### config.mk
export PLATFORM = sky130hd
export DESIGN_NAME = oled_fb_scanout
export DESIGN_NICKNAME = d
export VERILOG_FILES = /design/src/rtl/oled_fb_scanout.sv
export SDC_FILE = /design/constraint.sdc
export NUM_CORES = 1
export LEC_CHECK = 0
export CAP_MARGIN = 20
export CORE_UTILIZATION = 54
export CTS_CLUSTER_SIZE = 8
export DETAILED_ROUTE_END_ITERATION = 6
export PLACE_DENSITY = 0.85
export SETUP_SLACK_MARGIN = 0.2
export SLEW_MARGIN = 40
export SYNTH_ARGS = -nofsm -noshare
export SYNTH_HDL_FRONTEND = slang
export SYNTH_SLANG_ARGS = --single-unit
export TNS_END_PERCENT = 5
### constraint.sdc
create_clock -name clk -period 2.6 [get_ports clk]
set_clock_uncertainty 0.15 [all_clocks]
set_input_delay 0.52 -clock clk [delete_from_list [all_inputs] [get_ports clk]]
set_output_delay 0.52 -clock clk [all_outputs]
set_load 0.05 [all_outputs]
### src/rtl/oled_fb_scanout.sv
// Frame scan-out: one SPI mode-0 transaction per start pulse; column/page window header followed by every framebuffer byte, MSB first.
// Optional macro OLED_INIT_EN prepends a 25-byte panel init block to the first frame after reset.
module oled_fb_scanout #(
  parameter int XSIZE      = 128,
  parameter int YSIZE      = 64,
  parameter int ADDR_DEPTH = XSIZE * YSIZE / 8,
  parameter int CLK_DIV    = 4
) (
  input  logic                          clk,
  input  logic                          reset,
  input  logic                          start,
  output logic                          busy,
  output logic                          done,
  output logic [$clog2(ADDR_DEPTH)-1:0] fb_rd_addr,
  output logic                          fb_cs,
  input  logic [7:0]                    fb_data,
  output logic                          oled_sclk,
  output logic                          oled_mosi,
  output logic                          oled_dc,
  output logic                          oled_cs_n
);

  localparam int AW = $clog2(ADDR_DEPTH);
  localparam int CW = $clog2(ADDR_DEPTH + 32);
  localparam int DW = (CLK_DIV > 1) ? $clog2(CLK_DIV) : 1;
  // Stream index map: 0..24 init block, 25..30 header, 31.. framebuffer bytes.
  localparam logic [CW-1:0] HDR_IDX  = CW'(25);
  localparam logic [CW-1:0] DATA_IDX = CW'(31);
  localparam logic [CW-1:0] LAST_IDX = CW'(ADDR_DEPTH + 30);
  localparam logic [DW-1:0] DIV_LAST = DW'(CLK_DIV - 1);

  typedef enum logic [2:0] {IDLE, FETCH, LOAD, SHIFT, FINISH} state_t;

  state_t        state_q, state_d;
  logic [CW-1:0] cnt_q, cnt_d;
  logic [DW-1:0] div_q, div_d;
  logic [2:0]    bit_q, bit_d;
  logic [6:0]    sr_q, sr_d;
  logic          sclk_q, sclk_d;
  logic          mosi_q, mosi_d;
  logic          dc_q, dc_d;
  logic          is_data;
  logic [7:0]    load_byte;
  logic [CW-1:0] first_idx;

  function automatic logic [7:0] cmd_rom(input logic [4:0] idx);
    logic [7:0] b;
    b = 8'h00;
    case (idx)
`ifdef OLED_INIT_EN
      5'd0:  b = 8'hAE;
      5'd1:  b = 8'hD5;
      5'd2:  b = 8'h80;
      5'd3:  b = 8'hA8;
      5'd4:  b = 8'h3F;
      5'd5:  b = 8'hD3;
      5'd6:  b = 8'h00;
      5'd7:  b = 8'h40;
      5'd8:  b = 8'h8D;
      5'd9:  b = 8'h14;
      5'd10: b = 8'h20;
      5'd11: b = 8'h00;
      5'd12: b = 8'hA1;
      5'd13: b = 8'hC8;
      5'd14: b = 8'hDA;
      5'd15: b = 8'h12;
      5'd16: b = 8'h81;
      5'd17: b = 8'hCF;
      5'd18: b = 8'hD9;
      5'd19: b = 8'hF1;
      5'd20: b = 8'hDB;
      5'd21: b = 8'h40;
      5'd22: b = 8'hA4;
      5'd23: b = 8'hA6;
      5'd24: b = 8'hAF;
`endif
      5'd25: b = 8'h21;
      5'd26: b = 8'h00;
      5'd27: b = 8'(XSIZE - 1);
      5'd28: b = 8'h22;
      5'd29: b = 8'h00;
      5'd30: b = 8'(YSIZE / 8 - 1);
      default: b = 8'h00;
    endcase
    return b;
  endfunction

`ifdef OLED_INIT_EN
  logic init_done_q, init_done_d;

  always_ff @(posedge clk or posedge reset) begin
    if (reset) init_done_q <= 1'b0;
    else       init_done_q <= init_done_d;
  end

  assign init_done_d = init_done_q | (state_q == FINISH);
  assign first_idx   = init_done_q ? HDR_IDX : '0;
`else
  assign first_idx   = HDR_IDX;
`endif

  assign is_data   = (cnt_q >= DATA_IDX);
  assign load_byte = is_data ? fb_data : cmd_rom(cnt_q[4:0]);

  always_ff @(posedge clk or posedge reset) begin
    if (reset) begin
      state_q <= IDLE;
      cnt_q   <= '0;
      div_q   <= '0;
      bit_q   <= '0;
      sr_q    <= '0;
      sclk_q  <= 1'b0;
      mosi_q  <= 1'b0;
      dc_q    <= 1'b0;
    end else begin
      state_q <= state_d;
      cnt_q   <= cnt_d;
      div_q   <= div_d;
      bit_q   <= bit_d;
      sr_q    <= sr_d;
      sclk_q  <= sclk_d;
      mosi_q  <= mosi_d;
      dc_q    <= dc_d;
    end
  end

  always_comb begin
    state_d = state_q;
    cnt_d   = cnt_q;
    div_d   = div_q;
    bit_d   = bit_q;
    sr_d    = sr_q;
    sclk_d  = sclk_q;
    mosi_d  = mosi_q;
    dc_d    = dc_q;
    case (state_q)
      IDLE: begin
        if (start) begin
          state_d = FETCH;
          cnt_d   = first_idx;
        end
      end
      FETCH: state_d = LOAD;
      LOAD: begin
        // MSB goes out with the first low-phase cycle of SHIFT.
        state_d = SHIFT;
        sr_d    = load_byte[6:0];
        mosi_d  = load_byte[7];
        dc_d    = is_data;
        div_d   = '0;
        bit_d   = '0;
        sclk_d  = 1'b0;
      end
      SHIFT: begin
        if (div_q == DIV_LAST) begin
          div_d = '0;
          if (!sclk_q) begin
            sclk_d = 1'b1;
          end else begin
            sclk_d = 1'b0;
            if (bit_q == 3'd7) begin
              if (cnt_q == LAST_IDX) begin
                state_d = FINISH;
              end else begin
                cnt_d   = cnt_q + 1'b1;
                state_d = FETCH;
              end
            end else begin
              bit_d  = bit_q + 1'b1;
              mosi_d = sr_q[6];
              sr_d   = {sr_q[5:0], 1'b0};
            end
          end
        end else begin
          div_d = div_q + 1'b1;
        end
      end
      FINISH: state_d = IDLE;
      default: state_d = IDLE;
    endcase
  end

  assign busy       = (state_q != IDLE);
  assign done       = (state_q == FINISH);
  assign oled_cs_n  = !((state_q == FETCH) || (state_q == LOAD) || (state_q == SHIFT));
  assign fb_cs      = is_data && ((state_q == FETCH) || (state_q == LOAD));
  assign fb_rd_addr = (is_data && busy) ? AW'(cnt_q - DATA_IDX) : '0;
  assign oled_sclk  = sclk_q;
  assign oled_mosi  = mosi_q;
  assign oled_dc    = dc_q;

endmodule

==> impl.org, run 1 <==
** Status
- Result of the run :: completed

** Synthesis
- FFs w/ async S/R, synth :: 100%
- Sequential fraction of the synthesis area :: roughly two fifths
- Counting every instance in the synthesized netlist gives 214.
- Yosys printed 0 warnings.
- Counting instances in the post-synthesis netlist gives the leading cell types as 29 x dfrtp_1, 23 x nand2_1, 15 x a21oi_1, 15 x nor2_1, 12 x o21ai_0.
- The netlist uses between 40 and 50 different library cells.
- Yosys mapped a number of flops with a built-in enable equal to 0.
- Share of Yosys cell area claimed by the top area cell type :: 38.4%
- Post-Synthesis Mean Instance Area :: 8.83 sq um
- The largest total area in the synthesized netlist belongs to dfrtp_1.
- Most frequent cell after synthesis :: dfrtp_1
- The synthesized netlist occupies a cell area of 0.00189 sq mm.
- Counting every net in the synthesized netlist gives 232.
- Yosys attributes the largest share of cell area to dfrtp_1 38%, ha_1 4.6%, nand2_1 4.6%.
- In the synthesized netlist the dominant register cell turns out to be dfrtp_1.
- Post-synthesis sequential element count :: 29

** CTS
- Clock sink count :: 29
- Cell at the root of the clock tree :: clkbuf_4
- In this run, post-CTS hold repair placed 0 buffers.
- For the worst-skew pair, the clock arrives at the later sink with an insertion delay of 0.31 ns.
- Clock Pin Slew Worst Setup and Hold Paths :: 0.09 ns
- Clock tree from TritonCTS :: done
- The number of clock buffers added by TritonCTS is 5.
- Clock Path Buffers :: 2
- The clock tree synthesis step divided the H-tree into 2 levels.

** Timing
- Transition time of the tightest slew-check pin :: around 0.53 ns
- Min Hold Slack :: 0.336 ns
- Final cycle utilization of the critical path :: 98.6%
- The final-report max-slew violation count came to 0.
- Setup TNS :: 0 ns
- Setup repair after global routing could not meet its margin everywhere.
- Setup violations remaining at the end of the flow were counted as 0.
- Smallest setup slack after layout :: 0.0374 ns
- Max_slew headroom :: 64.3%
- Minimum period implied by the final worst setup slack :: 2.56 ns
- The final count of hold timing violations came to 0.
- Timing would allow up to 390 MHz.

** Final layout
- The filler cells instantiated in the layout total ~230.
- Final nets :: 274
- Summing all non-filler instances in the final layout gives an area of 0.00258 sq mm.
- Leaving out filler cells and counting taps, the final layout contains 303.
- At the end of the flow the core is filled with cells to 77.3%.
- Relative to the synthesized area, the layout overhead comes to 36.5%.
- 0 antenna diodes ended up in the layout.
- In the final layout, the share of cells above drive strength 1 is a little under 30%.

** Placed design
- In this run the tool buffered the top-level ports with 27 buffer cells.
- Placed wire-length estimate after detailed placement :: about 3300 um
- Placed cell areas :: 0.00239 sq mm
- RD Place Congestion :: 0.959
- Placed cells :: 285
- At the placement stage, the worst setup path has a slack of 0.171 ns.

** Worst setup path
- Traced cell by cell, the critical path runs through and3_4, a2111oi_4, xnor2_1, nor2_2, buf_12.
- Critical path data arrival time :: 1.89 ns
- Across all register-to-register paths, the minimum setup slack is about 0.10 ns.
- Worst-path maximum fanout :: 5
- In this run the critical register-to-register path is captured at cnt_q[5]$_DFFE_PP0P_.
- Startpoint of the most critical register-to-register path :: cnt_q[7]$_DFFE_PP0P_
- Together, buffers and inverters on the worst path number 1.
- The slowest stage of the critical path is the dfrtp_2 cell.
- Critical Path Sink Type :: output port
- Type of origin of the critical path :: flop
- Maximum cell stage delay along the critical path :: 0.45 ns
- Worst setup path start :: cnt_q[4]$_DFFE_PP0P_
- Data required time of the critical path :: approximately 1.9 ns
- Family of cells with the greatest summed delay on the critical path :: flip-flops
- Worst setup path category :: reg2out
- Worst R2R Path Depth :: 6

** Hold path
- End point of the most critical hold path :: bit_q[2]$_DFFE_PP0P_
- Class of the most critical hold timing path :: reg2reg
- The worst hold path passes through 2 cells.
- Hold Path Origin :: bit_q[2]$_DFFE_PP0P_

** Die
- The die covers approximately 0.0037 sq mm.
- Die boundary height :: 61.2 um
- Overall die width :: 61.2 um
- Top Ports :: 28
- Starting utilization of the core area :: 56.6%
- Placeable core region :: 0.00334 sq mm
- In this run the core area contains 21 standard-cell rows.

** Drt
- The count of nets left with antenna violations once routing finished came out at 0.
- Post-detailed-route via-to-cell ratio :: roughly 6.2
- The routed layout has 1866 vias.
- Wire length reported by the detailed router :: 4950 um
- In this run, the number of DRC markers left after iteration 0 of detailed routing was 111.
- Wire per inst :: about 16 um
- TritonRoute pass-1 iters :: 5
- Number of design rule violations left after detail routing :: 0

** Power
- Net Sw Frac :: 27.0%
- Pwr per Cell Area :: roughly 330 mW/mm^2
- The internal portion of the total power is 0.629 mW.
- Clk pwr share :: 30.4%
- Overall power consumption after layout is estimated at 0.861 mW.
- Worst supply voltage drop on vdd :: 0.000313 V
- The analysis attributes to net switching a power of 0.232 mW.
- Pleak :: between 1 and 1.5 nW
- Share of total power in combinational logic :: 15.5%
- Sequential share of power :: 54.2%

** Global routing
- The number of global-route vias before repair came to 1692.
- GRT Overall Usage :: 28.0%
- Met3 Track Usage GR :: around 8%
- GRT overflow :: 0
- Global routing used between 30% and 40% of the available met1 tracks.
- After global routing, the most crowded layer is met2.
- Initial antenna violation count :: 0
- Met2 track demand over resource in global routing :: 45.3%
- Wire length of the first global-routing pass :: 7630 um
- Maximum number of pins on one net before global-route repair :: 30

** Run
- Max-cap viol count :: 0
metal layers:
layer,vias to the layer above,wire (um)
met2,76,2450
met1,920,2120
li1,860,-
met3,10,306
met4,0,72
met5,-,0
cell families (layout without fill, tap and decap cells):
family	count (synthesis)	in the layout	synth area share (%)
and+or+nand+nor	90	90	25.8
AOI/OAI and AO/OA	53	53	18.9
DFF	29	29	38.4
buffers and inverters	21	64	5.17
adders and majority gates	7	7	4.64
xor gates and xnor gates	7	7	3.25
muxes	7	7	3.77
area by class of cell:
type | count | area [sq um] | share of cell area, %
Timing Repair Buffer | 45 | 513 | 19.9
Multi-Input combinational cell | 164 | 1180 | 45.8
Tap cell | 46 | 57.6 | 2.23
Sequential cell | 29 | 737 | 28.6
Inverter | 11 | 41.3 | 1.60
Clock buffer | 8 | 48.8 | 1.89
worst min-delay path, stage by stage, from the launching register on:
cell     delay (ns)
dfrtp_1        0.36
nand2_1        0.05
nand2_1        0.05
power groups by stage:
stage                     clock (mW)  sequential, mW  combinational, mW
after floorplan                    0           0.478             0.0614
after global placement             0           0.474              0.124
after detailed placement           0           0.475              0.126
after CTS                      0.269           0.466              0.130
after global routing           0.289           0.467              0.143
final                          0.262           0.467              0.133
cells in the final DEF, fill, tap and decap left out, types with 6 or more instances in the layout:
cell type / count
clkdlybuf4s50_1: 13
buf_12: 11
nor2_2: 8
dfrtp_1: 20
dfrtp_2: 9
ha_1: 6
nor3_1: 6
buf_4: 19
nand3_1: 10
xnor2_1: 6
nor2_1: 8
o21ai_0: 11
inv_1: 11
a21oi_1: 13
nand2_1: 22
mux2i_1: 6
registers in the layout, indices dropped and copies added, names as in the netlist:
register and flops:
bit_q 3, cnt_q 11, div_q 2, oled_dc 1, oled_mosi 1, oled_sclk 1
sr_q 7, state_q 3
worst max-delay path by stage:
stage,endpoint,slack [ns],cells past startpoint
CTS,fb_rd_addr[8],0.09,5
global placement,fb_rd_addr[1],0.24,5
finish,fb_rd_addr[8],0.04,5
global route,fb_rd_addr[8],-0.04,5
detailed placement,fb_rd_addr[1],0.17,5
floorplan,fb_rd_addr[5],0.16,4
timing repair:
item | CTS | global route
setup endpoints to repair | 12 | 15
pin swaps | 2 | 5
buffers inserted | 7 | 3
gates resized for setup | 13 | 8
(Power assumes the default switching activity.)
==> run 2: changes to the inputs <==
HOLD_SLACK_MARGIN = 0.12   (was unset)
==> results of run 2 <==
Final layout, timing and power as in run 1 (identical DEF).
